## config.mk

```make
export PLATFORM = sky130hd
export DESIGN_NAME = pipe_hazard_ctrl
export DESIGN_NICKNAME = d
export VERILOG_FILES = /design/src/rtl/pipe_hazard_ctrl.sv
export SDC_FILE = /design/constraint.sdc
export NUM_CORES = 1
export LEC_CHECK = 0
export BUFFER_PORTS_ARGS = -buffer_cell sky130_fd_sc_hd__clkbuf_2
export CAP_MARGIN = 15
export CORE_ASPECT_RATIO = 0.7
export CORE_MARGIN = 5
export CORE_UTILIZATION = 40
export DETAILED_ROUTE_END_ITERATION = 12
export GPL_TIMING_DRIVEN = 0
export MAX_ROUTING_LAYER = met4
export PLACE_DENSITY = 0.78
export REMOVE_ABC_BUFFERS = 1
export SLEW_MARGIN = 20
export SYNTH_ARGS = -nofsm -noshare
export SYNTH_HDL_FRONTEND = slang
export SYNTH_SLANG_ARGS = --single-unit
```

## constraint.sdc

```tcl
create_clock -name clk_i -period 4.6 [get_ports clk_i]
set_input_delay 0.46 -clock clk_i [delete_from_list [all_inputs] [get_ports clk_i]]
set_output_delay 0.46 -clock clk_i [all_outputs]
set_load 0.05 [all_outputs]
```

## src/rtl/pipe_hazard_ctrl.sv

```systemverilog
// Pipeline hazard sequencer: load-use stall, branch/jump redirect flush,
// multi-cycle multiply freeze, and a saturating stall-cycle counter.
module pipe_hazard_ctrl #(
  parameter int MUL_LAT = 4,
  parameter int CNT_W   = 16
) (
  input  logic             clk_i,
  input  logic             rst_n_i,
  input  logic             id_valid_i,
  input  logic [4:0]       id_rs_i,
  input  logic [4:0]       id_rt_i,
  input  logic             id_uses_rt_i,
  input  logic             id_is_mul_i,
  input  logic             branch_taken_i,
  input  logic             jump_i,
  input  logic             ex_MemToReg_i,
  input  logic             ex_RegWrite_i,
  input  logic [4:0]       ex_rd_i,
  input  logic             stat_clr_i,
  output logic             pc_write_o,
  output logic             if_id_write_o,
  output logic             if_id_flush_o,
  output logic             id_ex_write_o,
  output logic             id_ex_bubble_o,
  output logic             ex_mem_bubble_o,
  output logic             busy_o,
  output logic [CNT_W-1:0] stall_cnt_o
);

  typedef enum logic {S_RUN = 1'b0, S_MUL = 1'b1} state_t;

  // A single-cycle multiply never needs to hold EX, so the FSM is bypassed.
  localparam bit         MUL_EN    = (MUL_LAT > 1);
  localparam logic [3:0] MCNT_INIT = MUL_EN ? 4'(MUL_LAT - 2) : 4'd0;

  state_t           r_state, w_state_nxt;
  logic [3:0]       r_mcnt, w_mcnt_nxt;
  logic [CNT_W-1:0] r_stall_cnt;
  logic             w_lu, w_redir;

  // Load in EX whose destination feeds the instruction in ID; r0 never hazards.
  assign w_lu = id_valid_i & ex_MemToReg_i & ex_RegWrite_i & (ex_rd_i != 5'd0) &
                ((ex_rd_i == id_rs_i) | (id_uses_rt_i & (ex_rd_i == id_rt_i)));
  assign w_redir = branch_taken_i | jump_i;

  // FSM state and multiply countdown registers.
  always_ff @(posedge clk_i or negedge rst_n_i) begin
    if (!rst_n_i) begin
      r_state <= S_RUN;
      r_mcnt  <= 4'd0;
    end else begin
      r_state <= w_state_nxt;
      r_mcnt  <= w_mcnt_nxt;
    end
  end

  // Next-state and pipeline control; defaults are the held-in-reset values.
  always_comb begin
    w_state_nxt     = r_state;
    w_mcnt_nxt      = r_mcnt;
    pc_write_o      = 1'b0;
    if_id_write_o   = 1'b0;
    if_id_flush_o   = 1'b0;
    id_ex_write_o   = 1'b1;
    id_ex_bubble_o  = 1'b1;
    ex_mem_bubble_o = 1'b0;
    busy_o          = 1'b0;
    if (rst_n_i) begin
      case (r_state)
        S_MUL: begin
          // Freeze the front end; EX keeps the multiply, MEM gets bubbles.
          id_ex_write_o   = 1'b0;
          id_ex_bubble_o  = 1'b0;
          ex_mem_bubble_o = 1'b1;
          busy_o          = 1'b1;
          if (r_mcnt == 4'd0) w_state_nxt = S_RUN;
          else                w_mcnt_nxt  = r_mcnt - 4'd1;
        end
        default: begin
          if (w_lu) begin
            // Load-use wins over redirect: branch operands are stale this cycle.
            id_ex_bubble_o = 1'b1;
          end else begin
            pc_write_o     = 1'b1;
            if_id_write_o  = 1'b1;
            id_ex_bubble_o = 1'b0;
            if_id_flush_o  = w_redir;
            if (MUL_EN && id_valid_i && id_is_mul_i) begin
              w_state_nxt = S_MUL;
              w_mcnt_nxt  = MCNT_INIT;
            end
          end
        end
      endcase
    end
  end

  // Saturating count of cycles with the PC held; clear takes priority.
  always_ff @(posedge clk_i or negedge rst_n_i) begin
    if (!rst_n_i)                             r_stall_cnt <= '0;
    else if (stat_clr_i)                      r_stall_cnt <= '0;
    else if (!pc_write_o && r_stall_cnt != '1) r_stall_cnt <= r_stall_cnt + 1'b1;
  end

  assign stall_cnt_o = r_stall_cnt;

endmodule

```

**Yosys cells after proc, flatten, opt, wreduce, memory -nomap -nowiden**

Index checks and enable logic that the tools add are counted.

- Memories kept: 0
- Bits of input ports: 25
- Bits in latches: 0
- ROM bits: 0
- Logic and storage cells: 48
- RAM bits: 0
- Register bits after elaboration: 21

- Divide/modulo/power cells: 0
- Multiplexer cells: 23
- Shifts and indexed selects: 0
- Reductions and logical operators: 8
- Add/sub/neg operators: 2
- Bitwise operators: 7
- $mul: 0
- Equality and inequality tests: 5
- Magnitude comparators: 0

Operator list:

| cell | count |
|---|---|
| 2-to-1 mux 16 bit | 2 |
| 2-to-1 mux 1 bit | 17 |
| adder 16 x 1 -> 16 bit (second input constant) | 1 |
| 2-to-1 mux 4 bit | 4 |
| inequality test 16 bit (second input constant) | 1 |
| == test 5 bit | 2 |
| AND 1 bit | 5 |
| nonzero test 5 bit | 1 |
| zero test 4 bit | 1 |
| inequality test 2 bit (second input constant) | 2 |
| AND reduction 4 bit | 1 |
| nonzero test 2 bit | 2 |
| subtractor 4 x 1 -> 4 bit (second input constant) | 1 |
| logical AND 1 bit | 2 |
| bitwise OR 1 bit | 2 |
| zero test 1 bit | 1 |

**Logic depth before layout (Yosys ltp)**

Gate-level depths: netlist of run 1.

- Word-level depth: 11
- Gate-level depth with buffers: 8
- Gate-level depth less buffers: 7

**Worst setup path after synthesis of run 1**

Ideal clock, no wire load.

- Path kind: input-to-output
- Start: in ex_rd_i[1]
- End: out if_id_flush_o
- Stages on the path: 4
- Setup slack: 2.182 ns
- Arrival: 1.958 ns
- Cells stage by stage: or4_1 o21ai_2 o21ai_2 nor2_1

- Cells in the longest elaborated chain, start to end: 7
- Elaborated cells between the ends (all ways): 10

Ends and longest elaborated chain:

| item | line | text |
|---|---|---|
| start: declaration | 18 | `input logic [4:0] ex_rd_i,` |
| == test 5 bit | 43 | `((ex_rd_i == id_rs_i) \| (id_uses_rt_i & (ex_rd_i == id_rt_i)));` |
| AND 1 bit | 43 |  |
| bitwise OR 1 bit | 43 |  |
| AND 1 bit (*) | 42 | `assign w_lu = id_valid_i & ex_MemToReg_i & ex_RegWrite_i & (ex_rd_i != 5'd0) &` |
| 2-to-1 mux 1 bit (*) | 80 | `if (w_lu) begin` |
| 2-to-1 mux 1 bit (*) | 69 | `case (r_state)` |
| 2-to-1 mux 1 bit (*) | 68 | `if (rst_n_i) begin` |
| end: declaration | 22 | `output logic if_id_flush_o,` |

Mark *: on every way between the ends. The rest lies on a longest branch, timed or not.

**Worst setup path in the final report of run 1**

- Start: in rst_n_i
- End: out if_id_write_o

- Cells in the longest elaborated chain, start to end: 1

Ends and longest elaborated chain:

| item | line | text |
|---|---|---|
| start: declaration | 8 | `input logic rst_n_i,` |
| 2-to-1 mux 1 bit | 68 |  |
| end: declaration | 21 | `output logic if_id_write_o,` |

Every way passes these cells.

==> impl_metrics.csv, run 1 <==
group,metric,value,unit
floorplanning,fp.dieH,58.6,µm
synthesis,ys_seq_area_share,38.9,%
sta,tns,0,ps
worst_hold_path,hold_class,"in2async",
global_routing,grt_pass1_vias,1253,
cells_and_area,n_antenna_cell,0,
global_routing,antenna_found_initial,0,
critical_path,path_buf_inv,3,
sta,finClkSkew,1.47,ps
floorplanning,die_w,79.4,µm
cells_and_area,stdcell_area,0.00164,mm²
sta,hold_viol,0,
sta,period_share,53.0,%
sta,slew_viol_final,0,
floorplanning,die_area,0.00466,mm²
sta,finalCriticalPeriod,2440,ps
critical_path,rr_endpoint,"stall_cnt_o[4]",
placement,numPortBuffers,47,
floorplanning,rows,17,
clocking,htree_levels,1,
clocking,path_clk_slew,70,ps
cells_and_area,fill_cells,315,
cells_and_area,syn_to_final_growth,21.8,%
power,total_power,570,µW
critical_path,r2r.worst_path.cells,7,
placement,hpwl,2.58,mm
critical_path,max_stage_delay,470,ps
floorplanning,core_area,0.00319,mm²
synthesis,synth_cells,152,
detailed_routing,dr_wl_met3,104,µm
flow_run,max_cap_viol_count,0,
detailed_routing,m1WireLength,1.65,mm
critical_path,crit_top_cell,"clkbuf_2",
detailed_routing,wl_per_cell,14.1,µm
power,p_per_area,347,mW/mm²
critical_path,critical_path_required,4140,ps
power,p_leak,0.000740,µW
detailed_routing,drt_iter0_drc,120,
detailed_routing,drt_wl_total,3.32,mm
clocking,cts_resized,0,
global_routing,track_usage,15.4,%
clocking,cts_hold_buffers,0,
critical_path,start_kind,"primary input",
clocking,cts_buffer_depth,2,
critical_path,cp_top_family,"buffers and inverters",
clocking,clkSinkCount,21,
sta,tightest_slew,724,ps
critical_path,timing.critical_path.from,"rst_n_i",
sta,timing.slew.headroom,51.7,%
global_routing,grt_max_degree,26,
power,irDropWorstVdd,0.200,mV
synthesis,ys_types,41,
synthesis,synth-seq-cells,21,
detailed_routing,drc,0,
sta,rsz0062_at_grt,"no",
cells_and_area,drive_gt1_share,29.8,%
clocking,cts-root-buf,"clkbuf_8",
status,status,"finished clean",
critical_path,rr_startpoint,"stall_cnt_o[0]",
detailed_routing,vias,1305,
cells_and_area,finish.utilization,51.5,%
clocking,numCtsBuffers,3,
clocking,clkLatencyLatePin,260,ps
cells_and_area,nNetsFinal,226,
clocking,postCtsSetupRepairBufs,0,
critical_path,path_max_fanout,25,
floorplanning,ios,48,
sta,clock.fmax,0.410,GHz
global_routing,grt.overflow.total,0,
detailed_routing,top_layer_used,"met4",
detailed_routing,antenna_left,0,
critical_path,cp.arrival,1980,ps
clocking,cts_tree,"yes",
floorplanning,start_util,42.3,%
synthesis,synth_area,0.00135,mm²
detailed_routing,drt-vias-per-instance,5.53,
placement,placed_cell_area,0.00160,mm²
critical_path,rrSetupSlack,2220,ps
critical_path,crit_type,"in2out",
critical_path,crit_path_top_delay_cell,"clkbuf_2",
global_routing,grt_pass1_wl,5.61,mm
detailed_routing,route.met2.wl,1.55,mm
synthesis,synth_area_per_cell,8.88,µm²
placement,gp_congestion,0.810,
synthesis,ys_warn_count,0,
detailed_routing,first_pass_iters,4,
critical_path,crit_chain,"clkbuf_2 > nor2b_1 > o21ai_2 > inv_1 > clkbuf_2",
critical_path,end_kind,"output port",
sta,setup_violations,0,
-- state kept, by name, indices dropped and copies added (netlist names) --
name / flops
r_state: 1
r_mcnt: 4
stall_cnt_o: 16
-- metal layers --
layer | track usage [%] | up-vias
met5 | - | -
met4 | 3.92 | 0
met3 | 2.75 | 2
met2 | 24.4 | 35
met1 | 20.6 | 618
li1 | - | 650
-- power breakdown --
| group | total [µW] | switching (µW) | internal, µW |
|---|---|---|---|
| registers | 232 | 21.3 | 211 |
| clock network | 120 | 58.8 | 61.7 |
| logic | 217 | 149 | 67.6 |
-- final cells by class --
cell class	instances	area (µm²)	area share, %
clock buffer	4	45.0	2.74
inverter	9	33.8	2.05
multi-input combinational	117	757	46.0
sequential	21	526	32.0
tap	38	47.5	2.89
timing repair buffer	47	235	14.3
-- cell usage after synthesis --
| cell type | count | area [µm²] |
|---|---|---|
| dfrtp_1 | 21 | 526 |
| a21oi_1 | 13 | 65.1 |
| nand2_1 | 10 | 37.5 |
| nor2_1 | 10 | 37.5 |
| xnor2_1 | 10 | 87.6 |
| inv_1 | 9 | 33.8 |
| nand3_1 | 8 | 40.0 |
| or3_1 | 8 | 50.1 |
| o21ai_0 | 6 | 30.0 |
| nand4_1 | 5 | 31.3 |
| o31ai_1 | 5 | 37.5 |
| or4_1 | 5 | 37.5 |
| a31oi_1 | 4 | 25.0 |
| nor3_1 | 4 | 20.0 |
| and3_1 | 2 | 12.5 |
| buf_4 | 2 | 15.0 |
| ha_1 | 2 | 25.0 |
| o21ai_1 | 2 | 10.0 |
| o21ai_2 | 2 | 17.5 |
| o22ai_1 | 2 | 12.5 |
| xor2_1 | 2 | 17.5 |
| a211oi_1 | 1 | 7.51 |
| a21oi_2 | 1 | 8.76 |
| a221oi_2 | 1 | 15.0 |
| a2bb2oi_1 | 1 | 8.76 |
| and3_4 | 1 | 11.3 |
| and4b_1 | 1 | 10.0 |
| buf_1 | 1 | 3.75 |
| buf_6 | 1 | 11.3 |
| clkbuf_1 | 1 | 3.75 |
| mux2_2 | 1 | 11.3 |
| mux2i_1 | 1 | 10.0 |
| nand2_4 | 1 | 11.3 |
| nor2b_1 | 1 | 6.26 |
| nor4_2 | 1 | 12.5 |
| nor4b_1 | 1 | 8.76 |
| o21a_1 | 1 | 7.51 |
| o21bai_1 | 1 | 7.51 |
| o22a_1 | 1 | 8.76 |
| or2_0 | 1 | 6.26 |
| or3_4 | 1 | 11.3 |
-- logic make-up after synthesis --
logic type / share of synthesized area, %
buffers and inverters: 5.00
AND/OR/NAND/NOR: 25.5
AO/OA/AOI/OAI: 19.4
flip-flops: 38.9
adder cells (fa/ha/maj): 1.85
XOR/XNOR: 7.78
multiplexers: 1.58
-- worst max-delay path by stage --
stage / endpoint / slack, ps / cells past startpoint
finish: if_id_write_o / 2160 / 5
global route: pc_write_o / 1900 / 5
CTS: if_id_write_o / 2090 / 5
detailed placement: if_id_write_o / 2100 / 5
global placement: pc_write_o / 2120 / 5
floorplan: if_id_flush_o / 2180 / 4
-- cells in the final DEF, fill, tap and decap left out, types with 2 or more instances in the layout --
cell and n:
or3_1 8, o22ai_1 2, o21ai_2 2, clkbuf_2 47
clkbuf_8 3, xor2_1 2, o31ai_1 5, nand3_1 8
a31oi_1 4, or4_1 5, nand2_1 10, xnor2_1 10
dfrtp_1 21, nor3_1 4, nand4_1 5, o21ai_0 6
ha_1 2, a21oi_1 13, o21ai_1 2, nor2_1 10
and3_1 2, inv_1 9
-- per-stage QoR --
| step | hold slack, ps | setup WS (ps) | cells |
|---|---|---|---|
| floorplan | 164 | 2180 | 147 |
| CTS | 215 | 2090 | 236 |
| global placement | 481 | 2120 | 232 |
| global route | 243 | 1900 | 236 |
| finish | 193 | 2160 | 236 |
| detailed placement | 493 | 2100 | 232 |
Power figures use the tool's default switching activity.
==> inputs of run 2 (changes only) <==
--- a/config.mk
+++ b/config.mk
@@ -5,6 +5,7 @@
 export SDC_FILE = /design/constraint.sdc
 export NUM_CORES = 1
 export LEC_CHECK = 0
+export ABC_AREA = 1
 export BUFFER_PORTS_ARGS = -buffer_cell sky130_fd_sc_hd__clkbuf_2
 export CAP_MARGIN = 15
 export CORE_ASPECT_RATIO = 0.7
@@ -13,7 +14,7 @@
 export DETAILED_ROUTE_END_ITERATION = 12
 export GPL_TIMING_DRIVEN = 0
 export MAX_ROUTING_LAYER = met4
-export PLACE_DENSITY = 0.78
+export PLACE_DENSITY = 0.77
 export REMOVE_ABC_BUFFERS = 1
 export SLEW_MARGIN = 20
 export SYNTH_ARGS = -nofsm -noshare
==> constraint.sdc (replaced) <==
create_clock -name clk_i -period 2.35 [get_ports clk_i]
set_input_delay 0.235 -clock clk_i [delete_from_list [all_inputs] [get_ports clk_i]]
set_output_delay 0.235 -clock clk_i [all_outputs]
set_load 0.05 [all_outputs]
==> impl_metrics.csv, run 2 <==
group,metric,value,unit
cells_and_area,mostFrequentLayoutCells,"nand2_1, clkbuf_2, inv_1, nand3_1, nor2_1",
detailed_routing,antenna_left,0,
power,p_leak,0.00117,µW
sta,timing.hold.ws,138,ps
sta,rsz0062_at_grt,"no",
cells_and_area,largest_reg_flops,16,
cells_and_area,finish.utilization,48.9,%
floorplanning,start_util,41.1,%
placement,gp_congestion,0.803,
sta,tns,0,ps
synthesis,ys_types,28,
sta,slew_viol_final,0,
synthesis,async_flop_share,100,%
cells_and_area,syn_to_final_growth,18.8,%
synthesis,synth_flop_cell,"dfrtp_1",
power,irDropWorstVdd,0.533,mV
clocking,path_clk_slew,80,ps
floorplanning,ios,48,
placement,numPortBuffers,47,
global_routing,track_usage,15.9,%
clocking,postCtsSetupRepairBufs,0,
critical_path,path_max_fanout,16,
global_routing,grt_pass1_vias,1536,
synthesis,synth_area_per_cell,6.52,µm²
synthesis,ys_seq_area_share,32.8,%
cells_and_area,nNetsFinal,318,
sta,clock.fmax,0.517,GHz
synthesis,synth.top_cell.area_share,32.8,%
cells_and_area,final_common_cell,"nand2_1",
detailed_routing,wl_per_cell,11.7,µm
synthesis,yosysMostFrequentCell,"nand2_1",
critical_path,cp.arrival,2140,ps
synthesis,ys_warn_count,0,
synthesis,synth_cells,246,
clocking,htree_levels,1,
synthesis,synth_edf_count,0,
floorplanning,rows,19,
clocking,clkSinkCount,21,
clocking,cts_buffer_depth,2,
critical_path,start_kind,"flop",
detailed_routing,drt_wl_total,4.00,mm
detailed_routing,drt-vias-per-instance,4.86,
clocking,cts-root-buf,"clkbuf_8",
sta,finClkSkew,2.28,ps
global_routing,grt.overflow.total,0,
power,p_per_area,641,mW/mm²
detailed_routing,vias,1662,
status,status,"finished clean",
floorplanning,fp.dieH,63.0,µm
detailed_routing,first_pass_iters,4,
placement,hpwl,2.95,mm
cells_and_area,drive_gt1_share,22.4,%
cells_and_area,n_antenna_cell,0,
synthesis,ys_top_cells_by_count,"nand2_1, inv_1, nand3_1",
clocking,cts_tree,"yes",
critical_path,crit_type,"reg2reg",
global_routing,grt_max_degree,32,
sta,period_share,82.3,%
clocking,clkLatencyLatePin,260,ps
worst_hold_path,hold_class,"in2async",
global_routing,grt_pass1_wl,6.98,mm
synthesis,synth_area,0.00160,mm²
clocking,numCtsBuffers,3,
sta,setup_violations,0,
cells_and_area,stdcell_area,0.00191,mm²
sta,hold_viol,0,
synthesis,synthTopCellsByArea,"dfrtp_1, nand2_1, nand3_1",
critical_path,end_kind,"flop",
sta,tightest_slew,876,ps
detailed_routing,drc,0,
synthesis,synth-seq-cells,21,
global_routing,antenna_found_initial,0,
flow_run,max_cap_viol_count,0,
floorplanning,core_area,0.00390,mm²
critical_path,critical_path_required,2550,ps
floorplanning,die_w,85.7,µm
detailed_routing,drt_iter0_drc,93,
floorplanning,die_area,0.00540,mm²
sta,finalCriticalPeriod,1930,ps
sta,timing.slew.headroom,41.5,%
synthesis,synth_area_leader_cell,"dfrtp_1",
placement,placed_cell_area,0.00186,mm²
-- run 2: per-layer routing --
metal	vias up	GRT usage [%]	share of wire, %
met3	2	3.82	4.9
met5	-	-	0
li1	863	-	-
met1	765	21.4	50
met4	0	2.57	0.20
met2	32	24.8	45
-- run 2: final timing paths --
check | start | endpoint | slack (ps) | depth (start not counted)
max in group asynchronous | rst_n_i | stall_cnt_o[5] | 1880 | 2
worst max-delay path | stall_cnt_o[0] | stall_cnt_o[11] | 420 | 9
worst min-delay path | rst_n_i | stall_cnt_o[14] | 140 | 2
worst max register to register | stall_cnt_o[0] | stall_cnt_o[11] | 420 | 9
worst min register to register | r_mcnt[0] | r_mcnt[0] | 520 | 1
min in group clk_i | rst_n_i | r_state | 260 | 2
-- run 2: final cells by class --
type                    count  area (µm²)
clock buffers               4        45.0
fillers                   431        1990
inverters                  40         150
multi-input cells         177         880
flip-flops and latches     21         526
well taps                  52        65.1
repair buffers             48         240
-- run 2: worst max-delay path, stage by stage (launching register included) --
cell and delay [ps]:
dfrtp_1 430, ha_1 200, nand2_1 70, inv_2 100
nand3_2 130, nor2_4 170, nand4_4 260, nand2_4 290
nand3_1 100, nand2_1 110
-- run 2: through the flow --
step                total power, µW  worst slack (ps)  instances
floorplan                       839               398        238
global route                   1310               225        342
global placement                967               300        337
detailed placement              983               291        337
finish                         1220               416        342
CTS                            1230               428        342
-- run 2: power by group --
part	switching [µW]	leakage, µW	internal, µW
Clock	126	0.0000228	121
Combinational	374	0.000861	141
Sequential	49.7	0.000284	410
-- run 2: cells by family after synthesis --
group | Yosys count | share of synthesized area, %
compound gates | 13 | 4.37
xor+xnor | 8 | 4.37
flops | 21 | 32.8
buf+inv | 48 | 12.4
simple gates | 154 | 44.5
fa+ha+maj | 2 | 1.56
-- run 2: timing repair --
item                                   4_1_cts  5_1_grt
hold buffers                                 1        0
gates resized for setup                      0        0
endpoints found under the hold margin       21        0
==> inputs of run 3 (changes only) <==
--- a/config.mk
+++ b/config.mk
@@ -5,7 +5,7 @@
 export SDC_FILE = /design/constraint.sdc
 export NUM_CORES = 1
 export LEC_CHECK = 0
-export ABC_AREA = 1
+export ABC_AREA = 0
 export BUFFER_PORTS_ARGS = -buffer_cell sky130_fd_sc_hd__clkbuf_2
 export CAP_MARGIN = 15
 export CORE_ASPECT_RATIO = 0.7
@@ -14,7 +14,7 @@
 export DETAILED_ROUTE_END_ITERATION = 12
 export GPL_TIMING_DRIVEN = 0
 export MAX_ROUTING_LAYER = met4
-export PLACE_DENSITY = 0.77
+export PLACE_DENSITY = 0.78
 export REMOVE_ABC_BUFFERS = 1
 export SLEW_MARGIN = 20
 export SYNTH_ARGS = -nofsm -noshare
==> constraint.sdc (replaced) <==
create_clock -name clk_i -period 1.8 [get_ports clk_i]
set_input_delay 0.18 -clock clk_i [delete_from_list [all_inputs] [get_ports clk_i]]
set_output_delay 0.18 -clock clk_i [all_outputs]
set_load 0.05 [all_outputs]
==> impl_metrics.csv, run 3 (synthesis results as in run 1) <==
group,metric,value,unit
placement,gp_congestion,0.810,
clocking,clkLatencyLatePin,260,ps
status,status,"finished with violations",
placement,placed_cells,232,
cells_and_area,final-instance-count-excl-fill,267,
clocking,htree_levels,1,
power,p_per_area,790,mW/mm²
clocking,cts-root-buf,"clkbuf_8",
cells_and_area,finish.utilization,65.5,%
detailed_routing,wl_per_cell,16.5,µm
critical_path,path_max_fanout,5,
clocking,clkSinkCount,21,
clocking,cts_buffer_depth,2,
sta,setup_violations,14,
sta,finalCriticalPeriod,2020,ps
cells_and_area,final_common_cell,"clkbuf_2",
sta,rsz0062_at_grt,"yes",
global_routing,antenna_found_initial,0,
critical_path,crit_type,"reg2reg",
detailed_routing,first_pass_iters,7,
detailed_routing,drt_iter0_drc,144,
flow_run,max_cap_viol_count,0,
detailed_routing,vias,1573,
critical_path,cp.arrival,2210,ps
floorplanning,ios,48,
sta,tns,-2000,ps
cells_and_area,nNetsFinal,257,
detailed_routing,antenna_left,0,
global_routing,track_usage,17.5,%
detailed_routing,drt-vias-per-instance,5.89,
sta,tightest_slew,494,ps
sta,hold_viol,0,
power,p_leak,0.000933,µW
cells_and_area,multi_input_area,932,µm²
clocking,cts_tree,"yes",
cells_and_area,drive_gt1_share,52.0,%
floorplanning,die_w,79.4,µm
floorplanning,fp.dieH,58.6,µm
cells_and_area,stdcell_area,0.00209,mm²
cells_and_area,n_antenna_cell,0,
power,irDropWorstVdd,0.547,mV
global_routing,grt_pass1_vias,1391,
detailed_routing,drc,0,
floorplanning,start_util,42.3,%
placement,numPortBuffers,47,
placement,hpwl,2.58,mm
global_routing,grt.overflow.total,0,
cells_and_area,mostFrequentLayoutCells,"clkbuf_2, buf_4, dfrtp_1, xnor2_1, nand2_1",
detailed_routing,drt_wl_total,4.40,mm
clocking,path_clk_slew,80,ps
clocking,numCtsBuffers,3,
cells_and_area,syn_to_final_growth,54.7,%
floorplanning,core_area,0.00319,mm²
sta,clock.fmax,0.495,GHz
floorplanning,rows,17,
cells_and_area,largest_reg_flops,16,
worst_hold_path,hold_class,"in2async",
status,violations,"setup timing",
critical_path,start_kind,"flop",
floorplanning,die_area,0.00466,mm²
sta,slew_viol_final,0,
sta,setup_ws,-222,ps
global_routing,grt_max_degree,22,
global_routing,grt_pass1_wl,6.31,mm
sta,finClkSkew,1.06,ps
sta,timing.slew.headroom,67.0,%
cells_and_area,fill_cells,246,
sta,period_share,112,%
critical_path,end_kind,"flop",
cells_and_area,layout.area.seq,529,µm²
critical_path,critical_path_required,1990,ps
placement,placed_cell_area,0.00160,mm²
[run 3: worst max-delay path: stages, from the launching register on]
cell and delay (ps):
dfrtp_2 440, ha_4 170, nand4_1 130, nor4_4 70, buf_6 140, nor3_2 240
a21oi_4 90, buf_4 180, or3_1 340, a21oi_1 140
[run 3: final cells by class]
cell class,count,area share [%]
clock buffers,4,2.16
inverters,9,1.62
repair buffers,78,24.0
well taps,38,2.28
multi-input cells,117,44.6
flip-flops and latches,21,25.3
[run 3: per-stage QoR]
stage                     hold slack [ps]  total power (µW)  worst slack, ps
after floorplan                      -116              1000             -502
after global placement                214              1140             -418
after detailed placement              213              1160             -533
after CTS                             151              1550             -117
after global routing                 75.5              1730             -291
final                                20.7              1650             -222
[run 3: path summary, 6_finish.rpt]
check                                from              to  slack, ps  cells after the start
min in group clk_i                rst_n_i         r_state        160                      2
max reg2reg                stall_cnt_o[1]  stall_cnt_o[7]       -220                      9
max                        stall_cnt_o[1]  stall_cnt_o[7]       -220                      9
max in group asynchronous         rst_n_i  stall_cnt_o[2]       1420                      2
min reg2reg                     r_mcnt[0]       r_mcnt[0]        510                      1
min                               rst_n_i         r_state         20                      2
[run 3: power by group]
part | switching (µW) | internal (µW)
Combinational | 451 | 277
Sequential | 59.9 | 541
Clock | 164 | 158
Total | 675 | 976
[run 3: metal layers]
layer | wire, µm | up-vias | GRT usage, %
met3 | 305 | 10 | 2.75
met1 | 1810 | 768 | 23.1
li1 | - | 714 | -
met2 | 2210 | 81 | 28.7
met4 | 82 | 0 | 3.92
met5 | 0 | - | -
[run 3: repair_timing]
action                                  CTS  global route
endpoints found under the setup margin   18            23
resized for setup                        22            36
buffers inserted                         16            14
hold endpoints to repair                 21             0
pin swaps                                 6            18
cloned                                    1             0
hold buffers                              1             0
